--- config.mk ---
export PLATFORM = sky130hd
export DESIGN_NAME = riscv_div
export DESIGN_NICKNAME = d
export VERILOG_FILES = /design/src/rtl/riscv_div.sv
export SDC_FILE = /design/constraint.sdc
export NUM_CORES = 1
export LEC_CHECK = 0
export CAP_MARGIN = 20
export CORE_AREA = 2 2 114 171
export DETAILED_ROUTE_END_ITERATION = 8
export DIE_AREA = 0 0 116 173
export GPL_TIMING_DRIVEN = 0
export PLACE_DENSITY_LB_ADDON = 0.15
export SLEW_MARGIN = 20
export SYNTH_ARGS = -nofsm -noshare
export SYNTH_HDL_FRONTEND = slang
export SYNTH_SLANG_ARGS = --single-unit
export TNS_END_PERCENT = 100
--- constraint.sdc ---
create_clock -name clk -period 6.6 [get_ports clk]
set_input_delay 1.32 -clock clk [delete_from_list [all_inputs] [get_ports clk]]
set_output_delay 1.32 -clock clk [all_outputs]
set_load 0.005 [all_outputs]
--- src/rtl/riscv_div.sv ---
// Iterative radix-2 restoring divider for RV32M DIV/DIVU/REM/REMU.
// One quotient bit per clock; start/busy/done handshake toward the pipeline.
module riscv_div #(
    parameter int DATA_WIDTH = 32
) (
    input  logic                  clk,
    input  logic                  rst,
    input  logic                  start,
    input  logic [1:0]            div_sel,
    input  logic [DATA_WIDTH-1:0] in1,
    input  logic [DATA_WIDTH-1:0] in2,
    output logic                  busy,
    output logic                  done,
    output logic [DATA_WIDTH-1:0] out
);

    localparam logic [1:0] DIV  = 2'b00;
    localparam logic [1:0] DIVU = 2'b01;
    localparam logic [1:0] REM  = 2'b10;
    localparam logic [1:0] REMU = 2'b11;

    localparam int CW = $clog2(DATA_WIDTH + 1);
    localparam int W  = DATA_WIDTH;

    typedef enum logic [1:0] {
        IDLE,
        BUSY,
        FINISH
    } state_t;

    state_t state, state_n;

    logic [W-1:0]  rem;
    logic [W-1:0]  quot;
    logic [W-1:0]  dvs;
    logic [CW-1:0] cnt;
    logic          op_rem;
    logic          neg_q;
    logic          neg_r;

    logic          sel_signed;
    logic          sel_rem;
    logic          s1;
    logic          s2;
    logic [W-1:0]  mag1;
    logic [W-1:0]  mag2;

    logic [W:0]    shifted;
    logic [W:0]    diff;
    logic [W-1:0]  rem_n;
    logic [W-1:0]  quot_n;
    logic [W-1:0]  q_fix;
    logic [W-1:0]  r_fix;
    logic          last;

    always_ff @(posedge clk) begin
        if (rst) state <= IDLE;
        else     state <= state_n;
    end

    always_comb begin
        state_n = state;
        unique case (state)
            IDLE:    if (start) state_n = BUSY;
            BUSY:    if (last) state_n = FINISH;
            FINISH:  state_n = IDLE;
            default: state_n = IDLE;
        endcase
    end

    assign busy = (state == BUSY);
    assign done = (state == FINISH);
    assign last = (cnt == CW'(1));

    always_comb begin
        sel_signed = 1'b0;
        sel_rem    = 1'b0;
        unique case (div_sel)
            DIV:  begin sel_signed = 1'b1; sel_rem = 1'b0; end
            DIVU: begin sel_signed = 1'b0; sel_rem = 1'b0; end
            REM:  begin sel_signed = 1'b1; sel_rem = 1'b1; end
            REMU: begin sel_signed = 1'b0; sel_rem = 1'b1; end
            default: ;
        endcase
    end

    // Magnitude of the most negative value wraps to 2^(W-1) unsigned.
    assign s1   = sel_signed & in1[W-1];
    assign s2   = sel_signed & in2[W-1];
    assign mag1 = s1 ? -in1 : in1;
    assign mag2 = s2 ? -in2 : in2;

    always_comb begin
        shifted = {rem, quot[W-1]};
        diff    = shifted - {1'b0, dvs};
        if (!diff[W]) begin
            rem_n  = diff[W-1:0];
            quot_n = {quot[W-2:0], 1'b1};
        end else begin
            rem_n  = shifted[W-1:0];
            quot_n = {quot[W-2:0], 1'b0};
        end
        q_fix = neg_q ? -quot_n : quot_n;
        r_fix = neg_r ? -rem_n : rem_n;
    end

    // Divide-by-zero falls out of the loop (all-ones / dividend) as long
    // as the quotient is never negated for it.
    always_ff @(posedge clk) begin
        if (rst) begin
            rem    <= '0;
            quot   <= '0;
            dvs    <= '0;
            cnt    <= '0;
            op_rem <= 1'b0;
            neg_q  <= 1'b0;
            neg_r  <= 1'b0;
            out    <= '0;
        end else begin
            unique case (state)
                IDLE: begin
                    if (start) begin
                        rem    <= '0;
                        quot   <= mag1;
                        dvs    <= mag2;
                        cnt    <= CW'(W);
                        op_rem <= sel_rem;
                        neg_q  <= (s1 ^ s2) & (in2 != '0);
                        neg_r  <= s1;
                    end
                end
                BUSY: begin
                    rem  <= rem_n;
                    quot <= quot_n;
                    cnt  <= cnt - CW'(1);
                    if (last) out <= op_rem ? r_fix : q_fix;
                end
                default: ;
            endcase
        end
    end

endmodule

==> metrics.yaml, run 1 <==
fp-row-count: 61
remaining_drc_errors: 1
critical_path_class: "flip-flop to flip-flop"
yosysWarnings: 0
drv_slew: 0
final_antenna_net_count: 0
reg2regPathDepth: 20
outcome: "finished, violations left"
die_area_um2: 20070
hold_buffers: 0
violations: "DRC"
rrSetupSlack_ps: 270
max_slew_margin_pct: 25.85
finalCritPeriodShare_pct: 95.84
finalSetupViolCount: 0
drt-wirelength-per-cell_um: 21.15
design.core.area_um2: 18470
clkTransAtPathRegs_ps: 70
drive_gt1_share_pct: 5.762
first_iter_violations: 994
fill_cells: 1718
vias: 11770
peakVddDrop_mv: 0.1935
holdWs_ps: 459.1
grt_setup_unrepaired: "false"
io_pins: 103
finalCriticalPeriod_ps: 6325
die_w_um: 116
via_per_inst: 6.306
clkLatencyLatePin_ps: 450
antenna_found_initial: 0
dp_hpwl_mm: 31.24
gp_congestion: 0.9519
synth_seq_area_share_pct: 25.89
post_cts_resized: 0
area_growth_pct: 18.71
skew_ps: 10.72
wl_mm: 39.47
fin_tns_setup_ps: 0
worstHoldStart: "out[29]"
grt_pass1_vias: 11460
io_buffer_count: 102
timing.rr.start: "quot[31]"
synthCells: 1480
synth-edff-count: 0
rr_endpoint: "out[26]"
antenna_cells_inserted: 0
syn_nets: 1588
cts_buffer_depth: 2
worstMarginPinSlew_ps: 1109
synth_area_leader_cell: "dfxtp_1"
avgSynthCellArea_um2: 7.261
grt_max_degree: 17
hold_depth: 2
grt_pass1_wl_mm: 61.27
ys_ff_latch: 139
p_leak_nw: 4.764
worstPathArrival_ps: 6620
cp_max_fo: 10
start_util_pct: 58.18
cap_viol_max_count: 0
ctsRootBufferMaster: "clkbuf_16"
h-tree-depth: 4
start_kind: "flip-flop"
synth_area_um2: 10750
synth.area.top_cells: "dfxtp_1 26%, a21oi_1 7.1%, nor2_1 6.6%"
finalHoldViolCount: 0
cts_tree: "built"
powerDensity_nw_per_um2: 313.2
cts_sinks: 139
cts_buffers: 17
hold_class: "flip-flop to flip-flop"
nNetsFinal: 1709
endpoint_kind: "flip-flop"
ys_async_sr_fraction_pct: 0
holdPathEnd: "out[29]"
firstDrtPassIters: 9
grt_usage_pct: 39.96
synth_flop_cell: "dfxtp_1"
synth_top_area_share_pct: 25.89
final_common_cell: "nor2_1"
crit_required_ps: 6890
fmax_ghz: 0.1581
post_cts_buffers: 0
die_h_um: 173
synthDistinctLibCells: 88
final_cell_mix: "188 x nor2_1, 165 x nand2_1, 152 x a21oi_1, 139 x dfxtp_1, 102 x clkdlybuf4s50_1"
overflow: 0
## flip-flops by register name, indices dropped and copies added (netlist names)
name / cells
neg_r: 1
dvs: 32
op_rem: 1
quot: 32
out: 32
cnt: 6
rem: 32
state: 2
neg_q: 1
## worst max-delay path by stage
stage / startpoint / to / slack [ps]
2_1_floorplan: quot[31] / out[28] / 1910
3_3_place_gp: quot[31] / out[28] / 500
3_5_place_dp: quot[31] / out[28] / 390
4_1_cts: quot[31] / out[28] / 380
5_1_grt: quot[31] / out[26] / 40
6_report: quot[31] / out[26] / 270
## kinds of logic (layout without fill, tap and decap cells)
kind of cell             Yosys count  after routing  synth area share [%]
XOR/XNOR                         125            125                 10.19
adder cells (fa/ha/maj)           39             39                 4.611
multiplexers                      20             20                 1.898
AO/OA/AOI/OAI                    446            446                 26.84
buffers and inverters            149            283                 6.136
flip-flops                       139            139                 25.89
AND/OR/NAND/NOR                  562            562                 24.44
## per-stage QoR
stage               setup WS (ps)  area (um2)  cells  util, %  power [mW]
global placement            495.5       12080   1834    65.42       2.814
finish                      274.5       12760   1866    69.07       3.995
CTS                         376.1       12740   1866    68.99       3.912
detailed placement          390.9       12080   1834    65.42       2.828
global route                42.27       12760   1866    69.07       4.178
floorplan                    1907       10750   1480        -       2.299
## power breakdown
| part | internal [mW] | switching, mW |
|---|---|---|
| clock network | 0.697 | 0.393 |
| registers | 0.902 | 0.0724 |
| logic | 0.698 | 1.23 |
| total | 2.30 | 1.70 |
## Yosys cell counts, drive strengths merged, types with 38 or more instances
cell,number
o21ai,82
a211oi,49
nand2,165
inv,54
xor2,71
nor2,188
dfxtp,139
ha,38
clkbuf,77
a21oi,154
nor3,47
xnor2,54
## critical path: stages, from the launching register on
cell and delay [ps]:
dfxtp_1 340, inv_1 70, ha_1 160, inv_1 60, fa_1 410, a211oi_2 300
o211a_1 300, nor3_2 90, o211a_1 270, a211oi_4 490, inv_2 210, clkbuf_8 230
clkbuf_1 330, buf_1 420, a21oi_1 460, ha_1 370, a41oi_1 380, or4_1 680
o21ai_0 250, xor2_1 250, a211oi_1 100
## routing by layer
layer | share of wire, % | vias to the layer above | wire (um) | GRT usage (%)
met2 | 48 | 597 | 18970 | 66.54
met3 | 6.6 | 176 | 2608 | 8.167
met1 | 36 | 5401 | 14110 | 42.25
met4 | 9.6 | 0 | 3777 | 33.38
met5 | 0 | - | 0 | 0
li1 | - | 5593 | - | -
## cell type report
cell class | instances | area, um2 | area share [%]
Sequential cell | 139 | 2783 | 21.81
Multi-Input combinational cell | 1192 | 7320 | 57.38
Buffer | 95 | 456.7 | 3.580
Clock inverter | 12 | 192.7 | 1.510
Timing Repair Buffer | 102 | 1021 | 8.003
Inverter | 54 | 202.7 | 1.589
Tap cell | 252 | 315.3 | 2.472
Clock buffer | 20 | 466.7 | 3.658
No activity file was read; power rests on OpenSTA's default activity.
==> inputs of run 2 (changes only) <==
- PLACE_DENSITY: not set -> 0.89
- PLACE_DENSITY_LB_ADDON: 0.15 -> not set
- REMOVE_ABC_BUFFERS: not set -> 1
==> run 2 against run 1 <==
Effect of this change: the run now ends clean; first-iteration DRC count is 3.0% lower; worst setup slack better by 240 ps; hold slack gained 1.3 ps; critical path type unchanged; largest power group unchanged.
==> metrics.yaml, run 2 (same netlist as run 1, synthesis figures left out) <==
outcome: "complete, no violations"
fp-row-count: 61
finalCritPeriodShare_pct: 92.23
nNetsFinal: 1622
cts_buffers: 17
power.switching_mw: 1.603
finalSetupViolCount: 0
comb_power_share_pct: 48.0
grt_setup_unrepaired: "false"
skew_ps: 8.804
antenna_cells_inserted: 0
path_cells: "inv_1 -> ha_1 -> inv_1 -> fa_1 -> a211oi_2 -> o211a_1 -> nor3_2 -> o211a_1 -> a211oi_4 -> buf_6 -> buf_8 -> buf_6 -> inv_2 -> a21oi_1 -> ha_1 -> a41oi_1 -> nor4_1 -> mux2_2 -> o31ai_1 -> nand2_1"
design.core.area_um2: 18470
drv_slew: 0
cts_sinks: 139
first_iter_violations: 964
critPathMaxStageDelay_ps: 600
overflow: 0
critPathBufInv: 6
io_buffer_count: 102
clkTransAtPathRegs_ps: 70
swShare_pct: 43.82
sequentialPowerShare_pct: 26.8
grt_usage_pct: 31.60
hold_buffers: 0
post_cts_resized: 0
fin_tns_setup_ps: 0
final_cell_mix: "186 x nor2_1, 164 x nand2_1, 152 x a21oi_1, 137 x dfxtp_1, 101 x clkdlybuf4s50_1"
start_kind: "flip-flop"
die_w_um: 116
drive_gt1_share_pct: 5.763
gp_congestion: 0.9533
grt_max_degree: 77
worstPathArrival_ps: 6410
cap_viol_max_count: 0
die_area_um2: 20070
remaining_drc_errors: 0
crit_required_ps: 6920
cp_max_fo: 52
post_cts_buffers: 0
wl_mm: 31.59
crit_family: "compound AO/OA/AOI/OAI gates"
critPathSlowestCell: "nor4_1"
area_growth_pct: 15.10
grt_pass1_wl_mm: 51.55
powerDensity_nw_per_um2: 295.7
holdWs_ps: 460.5
finalHoldViolCount: 0
internal_power_mw: 2.055
firstDrtPassIters: 7
endpoint_kind: "flip-flop"
worstMarginPinSlew_ps: 1139
final_antenna_net_count: 0
peakVddDrop_mv: 0.2161
finalCriticalPeriod_ps: 6087
die_h_um: 173
clkLatencyLatePin_ps: 440
final_common_cell: "nor2_1"
dp_hpwl_mm: 23.22
max_slew_margin_pct: 23.90
vias: 11260
cts_buffer_depth: 2
fmax_ghz: 0.1643
p_leak_nw: 4.608
hold_class: "flip-flop to flip-flop"
power_frac_clock_pct: 25.2
cts_tree: "built"
h-tree-depth: 4
start_util_pct: 58.18
ctsRootBufferMaster: "clkbuf_16"
drt-wirelength-per-cell_um: 17.76
antenna_found_initial: 0
grt_pass1_vias: 10800
critical_path_class: "flip-flop to flip-flop"
via_per_inst: 6.329
io_pins: 103
## run 2: cell count changes in the layout (fill, tap and decap cells not counted), sizes merged
cell	delta
clkinvlp	-1
clkinv	-1
inv	+10
bufinv	-5
clkdlybuf4s50	-1
clkbuf	-80
buf	-9
## run 2: final timing paths
| check | cells past startpoint | start | end | slack [ps] |
|---|---|---|---|---|
| setup / recovery | 20 | quot[31] | out[28] | 510 |
| hold / removal | 2 | dvs[27] | dvs[27] | 460 |
| setup reg to reg | 20 | quot[31] | out[28] | 510 |
| hold reg to reg | 2 | dvs[27] | dvs[27] | 460 |
## run 2: metal layers
metal	part of all wire (%)	vias up	global-route usage (%)
met1	37	5254	34.77
met3	5.8	130	4.206
met4	6.3	0	19.35
met2	51	465	56.12
met5	0	-	0
li1	-	5411	-
## run 2: power groups by stage
stage / logic [mW] / registers (mW) / clock network, mW
6_report: 1.76 / 0.981 / 0.922
5_1_grt: 1.93 / 0.988 / 0.956
4_1_cts: 1.72 / 0.977 / 0.918
3_5_place_dp: 1.70 / 0.995 / 0
3_3_place_gp: 1.63 / 0.998 / 0
2_1_floorplan: 1.25 / 0.972 / 0
## run 2: area by class of cell
class,instances,area (um2)
clock buffer,17,425.4
inverter,54,202.7
clock inverter,15,126.4
timing repair buffer,110,1175
sequential,139,2785
fill,1585,6101
tap,252,315.3
multi-input combinational,1192,7340
## run 2: tightest hold or removal path, delay by kind of cell, from the launching register on
kind               cells  cell delay, ps
AOI/OAI and AO/OA      1              50
and+or+nand+nor        1              50
DFF                    1             310
## run 2: through the flow
stage	setup WS (ps)	cell area, um2	util (%)	power [mW]	instances
6_report	512.5	12370	66.97	3.658	1779
5_1_grt	157.2	12370	66.97	3.869	1779
4_1_cts	595.7	12360	66.94	3.617	1779
3_5_place_dp	621.3	11810	63.95	2.699	1747
3_3_place_gp	-697.2	11630	62.95	2.632	1739
2_1_floorplan	822.4	10290	-	2.217	1385
==> inputs of run 3 (changes only) <==
- CTS_CLUSTER_SIZE: not set -> 10
==> results of run 3 <==
Same layout as run 2: the final DEF is identical, and so are final timing and power.
==> patch (flow settings as in run 3) <==
Re-encode `state_t` (3 states) as one-hot, 3 bits wide.
--- a/src/rtl/riscv_div.sv
+++ b/src/rtl/riscv_div.sv
@@ -22,10 +22,10 @@
     localparam int CW = $clog2(DATA_WIDTH + 1);
     localparam int W  = DATA_WIDTH;
 
-    typedef enum logic [1:0] {
-        IDLE,
-        BUSY,
-        FINISH
+    typedef enum logic [2:0] {
+        IDLE   = 3'b001,
+        BUSY   = 3'b010,
+        FINISH = 3'b100
     } state_t;
 
     state_t state, state_n;
Behaviour: same outputs for any inputs over 10 cycles, from zero or initial values and one cycle with rst high; not proved beyond that.
==> patch against run 3 <==
Final area up 3.2%; area after synthesis up 2.6%; clock skew up 0.85 ps; critical path depth up 1; sequential cell count up 1; worst setup slack worse by 290 ps; non-clock buffer count down 2; wire length up 2.4%; largest cell class unchanged.
Power is not compared: it rests on default switching activity, and its combinational part moved more than twofold at a synthesized area within 25%.
==> patch: results (changes against run 3) <==
- Synth Area in Compound Gates: 29.3% (+2.5 points)
- Routed length per placed instance: 18.0 µm (+1.5%)
- Initial DRC Count: 989 (+2.6%)
- GR Util All Layers: 32.0% (+0.38 points)
- Sequential share of the synthesized area: 25.4% (-0.47 points)
- Proportion of layout cells with a drive suffix above 1: 5.44% (-0.32 points)
- Largest net degree at the start of global routing: 71 (-7.8%)
- Synth Instances: 1491 (+0.74%)
- Critical path's largest stage delay: 800 ps (+200 ps)
- Commonest cells post-synth: 189 x nor2_1, 140 x dfxtp_1, 139 x a21oi_1
- Post-DP HPWL: 23400 µm (+0.72%)
- Metal3 WL: 1960 µm (+7.2%)
- Slowest-stage cell, CP: nor3_4
- R2r setup slk: 220 ps (-290 ps)
- Vias in the first global route: 11100 (+3.0%)
- Crit path arrival time: 6720 ps (+310 ps)
- Wl on met1: 12600 µm (+6.4%)
- Reg2Reg Depth: 21 (+5.0%)
- Hold slack: 479 ps (+18.7 ps)
- Status: finished, final reports clean
- Xor and xnor area share after synthesis: 9.62% (-0.57 points)
- Gp weighted congestion: 0.958 (+0.53%)
- Post-synthesis mux area share: 3.00% (+1.1 points)
- Maximum fanout along the worst path: 29 (-44%)
- First-pass GRT wire length: 52400 µm (+1.7%)
- Via density per instance: 6.47 (+2.2%)
- Adder-Cell Fraction of Synth Area: 4.50% (-0.12 points)
- DR vias: 11600 (+3.1%)
-- patch: cell types whose count changed in the layout (fill, tap and decap cells not counted), sizes merged, moves of 7 or more --
cell,run 3,this run
a21oi,154,144
mux2i,17,24
nand2,165,119
o21a,5,12
o31ai,11,27
xnor2,54,71
xor2,71,50
-- patch: power groups by stage --
stage / sequential, µW / combinational [µW] / clock [µW]
detailed placement: 941 / 557 / 0
floorplan: 934 / 379 / 0
finish: 926 / 576 / 1010
CTS: 924 / 565 / 1000
global route: 931 / 631 / 1040
global placement: 943 / 540 / 0
-- patch: area by class of cell --
cell class	instances	area, µm²	share of cell area (%)
inverters	66	248	1.94
flip-flops and latches	140	2810	22.0
repair buffers	108	1160	9.07
multi-input cells	1197	7620	59.7
well taps	252	315	2.47
clock buffers	17	425	3.33
clock inverters	15	189	1.48
-- patch: worst max-delay path by stage --
stage          startpoint  endpoint  slack [ps]
3_5_place_dp     quot[31]   out[24]         450
2_1_floorplan       start   quot[1]          80
6_report         quot[31]   out[30]         220
4_1_cts          quot[31]   out[24]         400
5_1_grt          quot[31]   out[30]          30
3_3_place_gp        start   quot[3]       -2970
-- patch: kinds of logic (layout without fill, tap and decap cells) --
family,count (synthesis),in the layout
muxes,32,32
DFF,140,140
and+or+nand+nor,520,520
adders and majority gates,39,39
xor gates and xnor gates,121,121
buffers and inverters,154,206
AOI/OAI and AO/OA,485,485
-- patch: tightest hold or removal path, stage by stage (launching register included) --
cell,delay (ps)
dfxtp_1,320
nand2_1,60
a21oi_1,50
-- patch: metal layers --
metal	vias up	global-route usage [%]
met2	518	55.5
met1	5398	36.7
met4	0	18.7
met5	-	0
li1	5549	-
met3	141	4.35
